--- src/rtl/mem_arb_pkg.sv ---
// rtl/mem_arb_pkg.sv - shared types and constants for the memory port arbiter
package mem_arb_pkg;

    typedef enum logic [1:0] {
        IDLE   = 2'd0,
        ACCESS = 2'd1,
        RESP   = 2'd2
    } state_e;

    localparam logic OWNER_CPU = 1'b0;
    localparam logic OWNER_LDR = 1'b1;

    // A zero-wait configuration still needs a one-bit counter.
    function automatic int cnt_width(input int wait_cycles);
        int w;
        w = $clog2(wait_cycles + 1);
        return (w < 1) ? 1 : w;
    endfunction

endpackage

--- src/rtl/mem_port_arbiter_if.sv ---
// rtl/mem_port_arbiter_if.sv - requester and memory buses of the memory port arbiter
interface mem_port_arbiter_if #(
    parameter int AW = 32,
    parameter int DW = 32
);
    logic          cpu_req;
    logic          cpu_we;
    logic [AW-1:0] cpu_addr;
    logic [DW-1:0] cpu_wdata;
    logic [DW-1:0] cpu_rdata;
    logic          cpu_ack;

    logic          ldr_req;
    logic          ldr_we;
    logic [AW-1:0] ldr_addr;
    logic [DW-1:0] ldr_wdata;
    logic [DW-1:0] ldr_rdata;
    logic          ldr_ack;

    logic          mem_en;
    logic          mem_we;
    logic [AW-1:0] mem_addr;
    logic [DW-1:0] mem_wdata;
    logic [DW-1:0] mem_rdata;

    modport slave (
        input  cpu_req, cpu_we, cpu_addr, cpu_wdata,
        output cpu_rdata, cpu_ack,
        input  ldr_req, ldr_we, ldr_addr, ldr_wdata,
        output ldr_rdata, ldr_ack,
        output mem_en, mem_we, mem_addr, mem_wdata,
        input  mem_rdata
    );

    modport master (
        output cpu_req, cpu_we, cpu_addr, cpu_wdata,
        input  cpu_rdata, cpu_ack,
        output ldr_req, ldr_we, ldr_addr, ldr_wdata,
        input  ldr_rdata, ldr_ack,
        input  mem_en, mem_we, mem_addr, mem_wdata,
        output mem_rdata
    );

endinterface

--- src/rtl/rr_arb2.sv ---
// rtl/rr_arb2.sv - two-input round-robin selector with last-grant memory
module rr_arb2
    import mem_arb_pkg::*;
(
    input  logic       clk,
    input  logic       reset,
    input  logic [1:0] req,
    input  logic       update_en,
    output logic       grant_valid,
    output logic       grant
);

    logic last_grant_q;
    logic last_grant_d;

    always_comb begin
        grant_valid = |req;
        grant       = OWNER_CPU;
        if (req == 2'b11) begin
            grant = ~last_grant_q;
        end else if (req[1]) begin
            grant = OWNER_LDR;
        end
        last_grant_d = last_grant_q;
        if (update_en && grant_valid) begin
            last_grant_d = grant;
        end
    end

    // Starting from the loader lets the CPU win the first tie.
    always_ff @(posedge clk or negedge reset) begin
        if (!reset) begin
            last_grant_q <= OWNER_LDR;
        end else begin
            last_grant_q <= last_grant_d;
        end
    end

endmodule

--- src/rtl/mem_port_arbiter.sv ---
// rtl/mem_port_arbiter.sv - shares one memory between the CPU and the loader with fixed wait states
module mem_port_arbiter
    import mem_arb_pkg::*;
#(
    parameter int AW          = 32,
    parameter int DW          = 32,
    parameter int WAIT_CYCLES = 2
) (
    input  logic                clk,
    input  logic                reset,
    mem_port_arbiter_if.slave   bus,
    output logic                busy,
    output logic                owner
);

    localparam int            CW       = cnt_width(WAIT_CYCLES);
    localparam logic [CW-1:0] CNT_INIT = CW'(WAIT_CYCLES);

    state_e        state_q,     state_d;
    logic [CW-1:0] cnt_q,       cnt_d;
    logic          we_q,        we_d;
    logic [AW-1:0] addr_q,      addr_d;
    logic [DW-1:0] wdata_q,     wdata_d;
    logic          owner_q,     owner_d;
    logic [DW-1:0] cpu_rdata_q, cpu_rdata_d;
    logic [DW-1:0] ldr_rdata_q, ldr_rdata_d;
    logic          cpu_ack_q,   cpu_ack_d;
    logic          ldr_ack_q,   ldr_ack_d;

    logic          grant_valid;
    logic          grant;

    rr_arb2 u_rr_arb2 (
        .clk         (clk),
        .reset       (reset),
        .req         ({bus.ldr_req, bus.cpu_req}),
        .update_en   (state_q == IDLE),
        .grant_valid (grant_valid),
        .grant       (grant)
    );

    always_comb begin
        state_d     = state_q;
        cnt_d       = cnt_q;
        we_d        = we_q;
        addr_d      = addr_q;
        wdata_d     = wdata_q;
        owner_d     = owner_q;
        cpu_rdata_d = cpu_rdata_q;
        ldr_rdata_d = ldr_rdata_q;
        cpu_ack_d   = 1'b0;
        ldr_ack_d   = 1'b0;

        case (state_q)
            IDLE: begin
                if (grant_valid) begin
                    owner_d = grant;
                    cnt_d   = CNT_INIT;
                    state_d = ACCESS;
                    if (grant == OWNER_LDR) begin
                        we_d    = bus.ldr_we;
                        addr_d  = bus.ldr_addr;
                        wdata_d = bus.ldr_wdata;
                    end else begin
                        we_d    = bus.cpu_we;
                        addr_d  = bus.cpu_addr;
                        wdata_d = bus.cpu_wdata;
                    end
                end
            end
            ACCESS: begin
                if (cnt_q == '0) begin
                    state_d = RESP;
                    if (owner_q == OWNER_LDR) begin
                        ldr_ack_d = 1'b1;
                        if (!we_q) begin
                            ldr_rdata_d = bus.mem_rdata;
                        end
                    end else begin
                        cpu_ack_d = 1'b1;
                        if (!we_q) begin
                            cpu_rdata_d = bus.mem_rdata;
                        end
                    end
                end else begin
                    cnt_d = cnt_q - 1'b1;
                end
            end
            RESP: begin
                state_d = IDLE;
            end
            default: begin
                state_d = IDLE;
            end
        endcase
    end

    always_ff @(posedge clk or negedge reset) begin
        if (!reset) begin
            state_q     <= IDLE;
            cnt_q       <= '0;
            we_q        <= 1'b0;
            addr_q      <= '0;
            wdata_q     <= '0;
            owner_q     <= OWNER_CPU;
            cpu_rdata_q <= '0;
            ldr_rdata_q <= '0;
            cpu_ack_q   <= 1'b0;
            ldr_ack_q   <= 1'b0;
        end else begin
            state_q     <= state_d;
            cnt_q       <= cnt_d;
            we_q        <= we_d;
            addr_q      <= addr_d;
            wdata_q     <= wdata_d;
            owner_q     <= owner_d;
            cpu_rdata_q <= cpu_rdata_d;
            ldr_rdata_q <= ldr_rdata_d;
            cpu_ack_q   <= cpu_ack_d;
            ldr_ack_q   <= ldr_ack_d;
        end
    end

    // Enables decode straight from the state flop so a reset drops them without a clock edge.
    assign bus.mem_en    = (state_q == ACCESS);
    assign bus.mem_we    = (state_q == ACCESS) && we_q;
    assign bus.mem_addr  = addr_q;
    assign bus.mem_wdata = wdata_q;
    assign bus.cpu_rdata = cpu_rdata_q;
    assign bus.ldr_rdata = ldr_rdata_q;
    assign bus.cpu_ack   = cpu_ack_q;
    assign bus.ldr_ack   = ldr_ack_q;
    assign busy          = (state_q != IDLE);
    assign owner         = owner_q;

endmodule
--- src/flat_wrapper.sv ---
// flat-port wrapper written by rule: the top's interface ports become plain ports
module mem_port_arbiter_flat import mem_arb_pkg::*;
#(
    parameter int AW          = 32,
    parameter int DW          = 32,
    parameter int WAIT_CYCLES = 2
)
  (clk, reset, busy, owner, bus_cpu_req, bus_cpu_we, bus_cpu_addr, bus_cpu_wdata, bus_cpu_rdata, bus_cpu_ack, bus_ldr_req, bus_ldr_we, bus_ldr_addr, bus_ldr_wdata, bus_ldr_rdata, bus_ldr_ack, bus_mem_en, bus_mem_we, bus_mem_addr, bus_mem_wdata, bus_mem_rdata);
  mem_port_arbiter_if #(.AW(AW), .DW(DW)) bus_i ();
  input  logic clk;
  input  logic reset;
  output logic busy;
  output logic owner;
  input wire logic [$bits(bus_i.cpu_req)-1:0] bus_cpu_req;
  input wire logic [$bits(bus_i.cpu_we)-1:0] bus_cpu_we;
  input wire logic [$bits(bus_i.cpu_addr)-1:0] bus_cpu_addr;
  input wire logic [$bits(bus_i.cpu_wdata)-1:0] bus_cpu_wdata;
  output wire logic [$bits(bus_i.cpu_rdata)-1:0] bus_cpu_rdata;
  output wire logic [$bits(bus_i.cpu_ack)-1:0] bus_cpu_ack;
  input wire logic [$bits(bus_i.ldr_req)-1:0] bus_ldr_req;
  input wire logic [$bits(bus_i.ldr_we)-1:0] bus_ldr_we;
  input wire logic [$bits(bus_i.ldr_addr)-1:0] bus_ldr_addr;
  input wire logic [$bits(bus_i.ldr_wdata)-1:0] bus_ldr_wdata;
  output wire logic [$bits(bus_i.ldr_rdata)-1:0] bus_ldr_rdata;
  output wire logic [$bits(bus_i.ldr_ack)-1:0] bus_ldr_ack;
  output wire logic [$bits(bus_i.mem_en)-1:0] bus_mem_en;
  output wire logic [$bits(bus_i.mem_we)-1:0] bus_mem_we;
  output wire logic [$bits(bus_i.mem_addr)-1:0] bus_mem_addr;
  output wire logic [$bits(bus_i.mem_wdata)-1:0] bus_mem_wdata;
  input wire logic [$bits(bus_i.mem_rdata)-1:0] bus_mem_rdata;
  assign bus_i.cpu_req = bus_cpu_req;
  assign bus_i.cpu_we = bus_cpu_we;
  assign bus_i.cpu_addr = bus_cpu_addr;
  assign bus_i.cpu_wdata = bus_cpu_wdata;
  assign bus_cpu_rdata = bus_i.cpu_rdata;
  assign bus_cpu_ack = bus_i.cpu_ack;
  assign bus_i.ldr_req = bus_ldr_req;
  assign bus_i.ldr_we = bus_ldr_we;
  assign bus_i.ldr_addr = bus_ldr_addr;
  assign bus_i.ldr_wdata = bus_ldr_wdata;
  assign bus_ldr_rdata = bus_i.ldr_rdata;
  assign bus_ldr_ack = bus_i.ldr_ack;
  assign bus_mem_en = bus_i.mem_en;
  assign bus_mem_we = bus_i.mem_we;
  assign bus_mem_addr = bus_i.mem_addr;
  assign bus_mem_wdata = bus_i.mem_wdata;
  assign bus_i.mem_rdata = bus_mem_rdata;
  mem_port_arbiter #(.AW(AW), .DW(DW), .WAIT_CYCLES(WAIT_CYCLES)) u_core (.clk(clk), .reset(reset), .bus(bus_i), .busy(busy), .owner(owner));
endmodule
--- config.mk ---
export PLATFORM = sky130hd
export DESIGN_NAME = mem_port_arbiter_flat
export DESIGN_NICKNAME = d
export VERILOG_FILES = /design/src/rtl/mem_arb_pkg.sv /design/src/rtl/mem_port_arbiter_if.sv /design/src/rtl/rr_arb2.sv /design/src/rtl/mem_port_arbiter.sv /design/src/flat_wrapper.sv
export SDC_FILE = /design/constraint.sdc
export NUM_CORES = 1
export LEC_CHECK = 0
export ABC_AREA = 1
export BUFFER_PORTS_ARGS = -buffer_cell sky130_fd_sc_hd__buf_2
export CORE_UTILIZATION = 45
export CTS_BUF_LIST = sky130_fd_sc_hd__clkbuf_8
export CTS_CLUSTER_DIAMETER = 50
export CTS_CLUSTER_SIZE = 28
export DETAILED_ROUTE_END_ITERATION = 7
export PLACE_DENSITY = 0.85
export SLEW_MARGIN = 20
export SYNTH_ARGS = -nofsm -noshare
export SYNTH_HDL_FRONTEND = slang
export SYNTH_SLANG_ARGS = --single-unit
--- constraint.sdc ---
create_clock -name clk -period 2 [get_ports clk]
set_clock_uncertainty 0.2 [all_clocks]
set_input_delay 0.2 -clock clk [delete_from_list [all_inputs] [get_ports clk]]
set_output_delay 0.2 -clock clk [all_outputs]
set_load 0.02 [all_outputs]
==> metrics.log <==
INFO  metric synth_area_per_cell = 7.626 sq um
INFO  metric wirelength = 26.92 mm
INFO  metric yosysUniqueCellTypes = 18
INFO  metric critPathMaxFanout = 3
INFO  metric timing.rr.start = u_core.cnt_q[0]
INFO  metric grt_max_degree = 66
INFO  metric synthesis.area = 6719 sq um
INFO  metric floorplan.die.height = 124.2 um
INFO  metric max-clock-path-buffers = 2
INFO  metric cts_resized = 0
INFO  metric floorplan.initialDensity = 46.23%
INFO  metric max_freq = 0.5485 GHz
INFO  metric reg2reg_to = u_core.bus.cpu_rdata[31]
INFO  metric setup_viol = 0
INFO  metric grt_antenna_before_repair = 3
INFO  metric fin_tns_setup = 0 ps
INFO  metric routed_via_density = 5.406
INFO  metric cts.clk_slew.worst_paths = 80 ps
INFO  metric area_growth = 53.41%
INFO  metric startpoint = u_core.we_q
INFO  metric drt_pass1_iterations = 6
INFO  metric worstSetupEndpoint = bus_mem_we
INFO  metric p_int = 7572 uW
INFO  metric rsz0062_at_grt = false
INFO  metric floorplan.die.width = 124.2 um
INFO  metric slew_violations = 0
INFO  metric synth-seq-area-share = 51.04%
INFO  metric dp_hpwl = 13.53 mm
INFO  metric fp.dieArea = 15420 sq um
INFO  metric synth_cells = 881
INFO  metric timing.critical_path.required = 1600 ps
INFO  metric power-per-cell-area = 1458 nW/um^2
INFO  metric ant_nets = 0
INFO  metric holdBufCountCts = 164
INFO  metric sequential_power_share = 34.1%
INFO  metric post-cts-setup-buffer-count = 0
INFO  metric setup.worst_path.class = reg2out
INFO  metric crit_cells = 4
INFO  metric clockRootBuffer = clkbuf_8
INFO  metric delay_of_the_slowest_cell_on_the_worst_path = 510 ps
INFO  metric vdd_ir_drop_max = 1.076 mV
INFO  metric drc_errors = 0
INFO  metric power.static_leakage = 0.006083 uW
INFO  metric ys.warnings.count = 0
INFO  metric comb_pwr_share = 51.6%
INFO  metric worstSkewPairLatency = 450 ps
INFO  metric core_region_area = 14530 sq um
INFO  metric first_global_vias = 8154
INFO  metric cts.sinks = 137
INFO  metric syn-num-nets = 1048
INFO  metric power.switching_fraction = 49.60%
INFO  metric nets = 1497
INFO  metric holdCritPathClass = in2async
INFO  metric worst_r2r_path_depth = 7
INFO  metric final-hold-violation-count = 0
INFO  metric io_buffers = 299
INFO  metric startpoint_type_of_the_worst_setup_path = flop
INFO  metric row_count = 44
INFO  metric drive_above_1_share = 27.25%
INFO  metric worst_pin_slew = 578.8 ps
INFO  metric timing.critical_path.max_delay_family = flip-flops
INFO  metric critical_path.cell_chain = buf_4 > inv_1 > nor2_1 > buf_2
INFO  metric run_status = finished, final reports clean
INFO  metric final_common_cell = nand2_1
INFO  metric overflow = 0
INFO  metric r2r_setup_slack = 230 ps
INFO  metric timing.slew.headroom = 61.42%
INFO  metric tritoncts = yes
INFO  metric num_vias = 8266
INFO  metric crit_path_top_delay_cell = dfrtp_1
INFO  metric final_cell_mix = nand2_1 (335), buf_2 (298), nand3_1 (199)
INFO  metric period_needed = 1823 ps
INFO  metric gpl.final_weighted_congestion = 0.9126
INFO  metric drt_iter0_drc = 1059
INFO  metric cp_num_buf_inv = 3
INFO  metric design.portCount = 300
INFO  metric cp_data_arrival_time = 1420 ps
INFO  metric grt.total_usage = 37.21%
INFO  metric fin_crit_sh = 91.15%
INFO  metric total_power = 15030 uW
INFO  metric power.share.clock = 14.4%
INFO  metric h-tree-depth = 4
INFO  metric cts_bufs_inserted = 17
INFO  metric postSynthRegisterBits = 137
INFO  metric switchingPower = 7453 uW
INFO  metric endpoint_kind = primary output
INFO  metric grt_first_pass_wirelength = 42.35 mm
INFO  metric avg_wl_per_cell = 17.60 um
INFO  metric max_cap_violations = 0
## per-layer routing
metal  track usage [%]  vias to the layer above  wire length, um
met5             3.819                        -               11
met4             25.89                        2             1786
met3             18.36                      198             3057
met2             56.94                      745            12830
met1             39.82                     3737             9227
li1                  -                     3584                -
## per-stage QoR
| step | util [%] | hold slack, ps | cells | setup WS (ps) | instance area (sq um) |
|---|---|---|---|---|---|
| 2_1_floorplan | - | -295.6 | 881 | 514.0 | 6719 |
| 3_3_place_gp | 57.09 | -44.26 | 1331 | 397.0 | 8297 |
| 3_5_place_dp | 57.09 | -44.53 | 1331 | 245.4 | 8297 |
| 4_1_cts | 70.88 | 29.49 | 1527 | 139.4 | 10300 |
| 5_1_grt | 70.88 | 72.22 | 1527 | 84.53 | 10300 |
| 6_report | 70.92 | 50.02 | 1529 | 176.9 | 10310 |
## power groups by stage
stage | sequential [uW] | combinational (uW) | clock (uW)
2_1_floorplan | 6630 | 3170 | 0
3_3_place_gp | 5040 | 6990 | 0
3_5_place_dp | 5040 | 7200 | 0
4_1_cts | 5030 | 7440 | 2180
5_1_grt | 5220 | 8460 | 2320
6_report | 5120 | 7750 | 2160
## worst min-delay path by stage
stage,start,to,slack (ps),depth (start not counted)
global route,reset,u_core.bus.cpu_rdata[5],70,2
global placement,reset,u_core.bus.mem_wdata[7],-40,1
CTS,reset,u_core.bus.mem_addr[15],30,2
finish,reset,u_core.bus.ldr_rdata[8],50,2
floorplan,reset,u_core.bus.cpu_ack,-300,0
detailed placement,reset,u_core.bus.mem_wdata[7],-40,1
## worst register-to-register path: stages, from the launching register on
cell	delay [ps]
dfrtp_1	390
inv_1	80
ha_1	180
inv_1	130
nor2_8	210
nand2_4	240
nand2_1	150
nand2_1	70
## sequential cells by signal, summed over array words and instances (netlist names), 2 cells and up
name and cells:
u_core.bus.cpu_rdata 32, u_core.bus.mem_addr 32, u_core.state_q 2, u_core.cnt_q 2, u_core.bus.mem_wdata 32, u_core.bus.ldr_rdata 32
## layout make-up
cell class,count,area [sq um]
fill,963,4227
sequential,137,3430
timing repair buffer,484,3352
multi-input combinational,550,2401
inverter,140,525.5
clock buffer,17,234.0
tap,184,230.2
clock inverter,15,130.1
antenna,2,5.005
## logic make-up after synthesis
| logic type | synth area share [%] |
|---|---|
| adders and majority gates | 0.1862 |
| and+or+nand+nor | 35.40 |
| DFF | 51.04 |
| buffers and inverters | 13.37 |
## synthesized netlist by cell type
library cell	number	area [sq um]
nor2_1	4	15.01
nand3_1	199	996.0
nor2_4	1	11.26
clkbuf_1	5	18.77
buf_2	28	140.1
inv_1	137	514.2
dfrtp_1	136	3403
nor3_1	1	5.000
nor2_8	2	40.04
nand2_4	3	33.78
buf_6	15	168.9
buf_4	6	45.04
nand2_2	1	6.260
nand2_1	337	1265
ha_1	1	12.51
nor2_2	1	6.260
dfstp_2	1	26.28
inv_2	3	11.26
(Power assumes the default switching activity.)
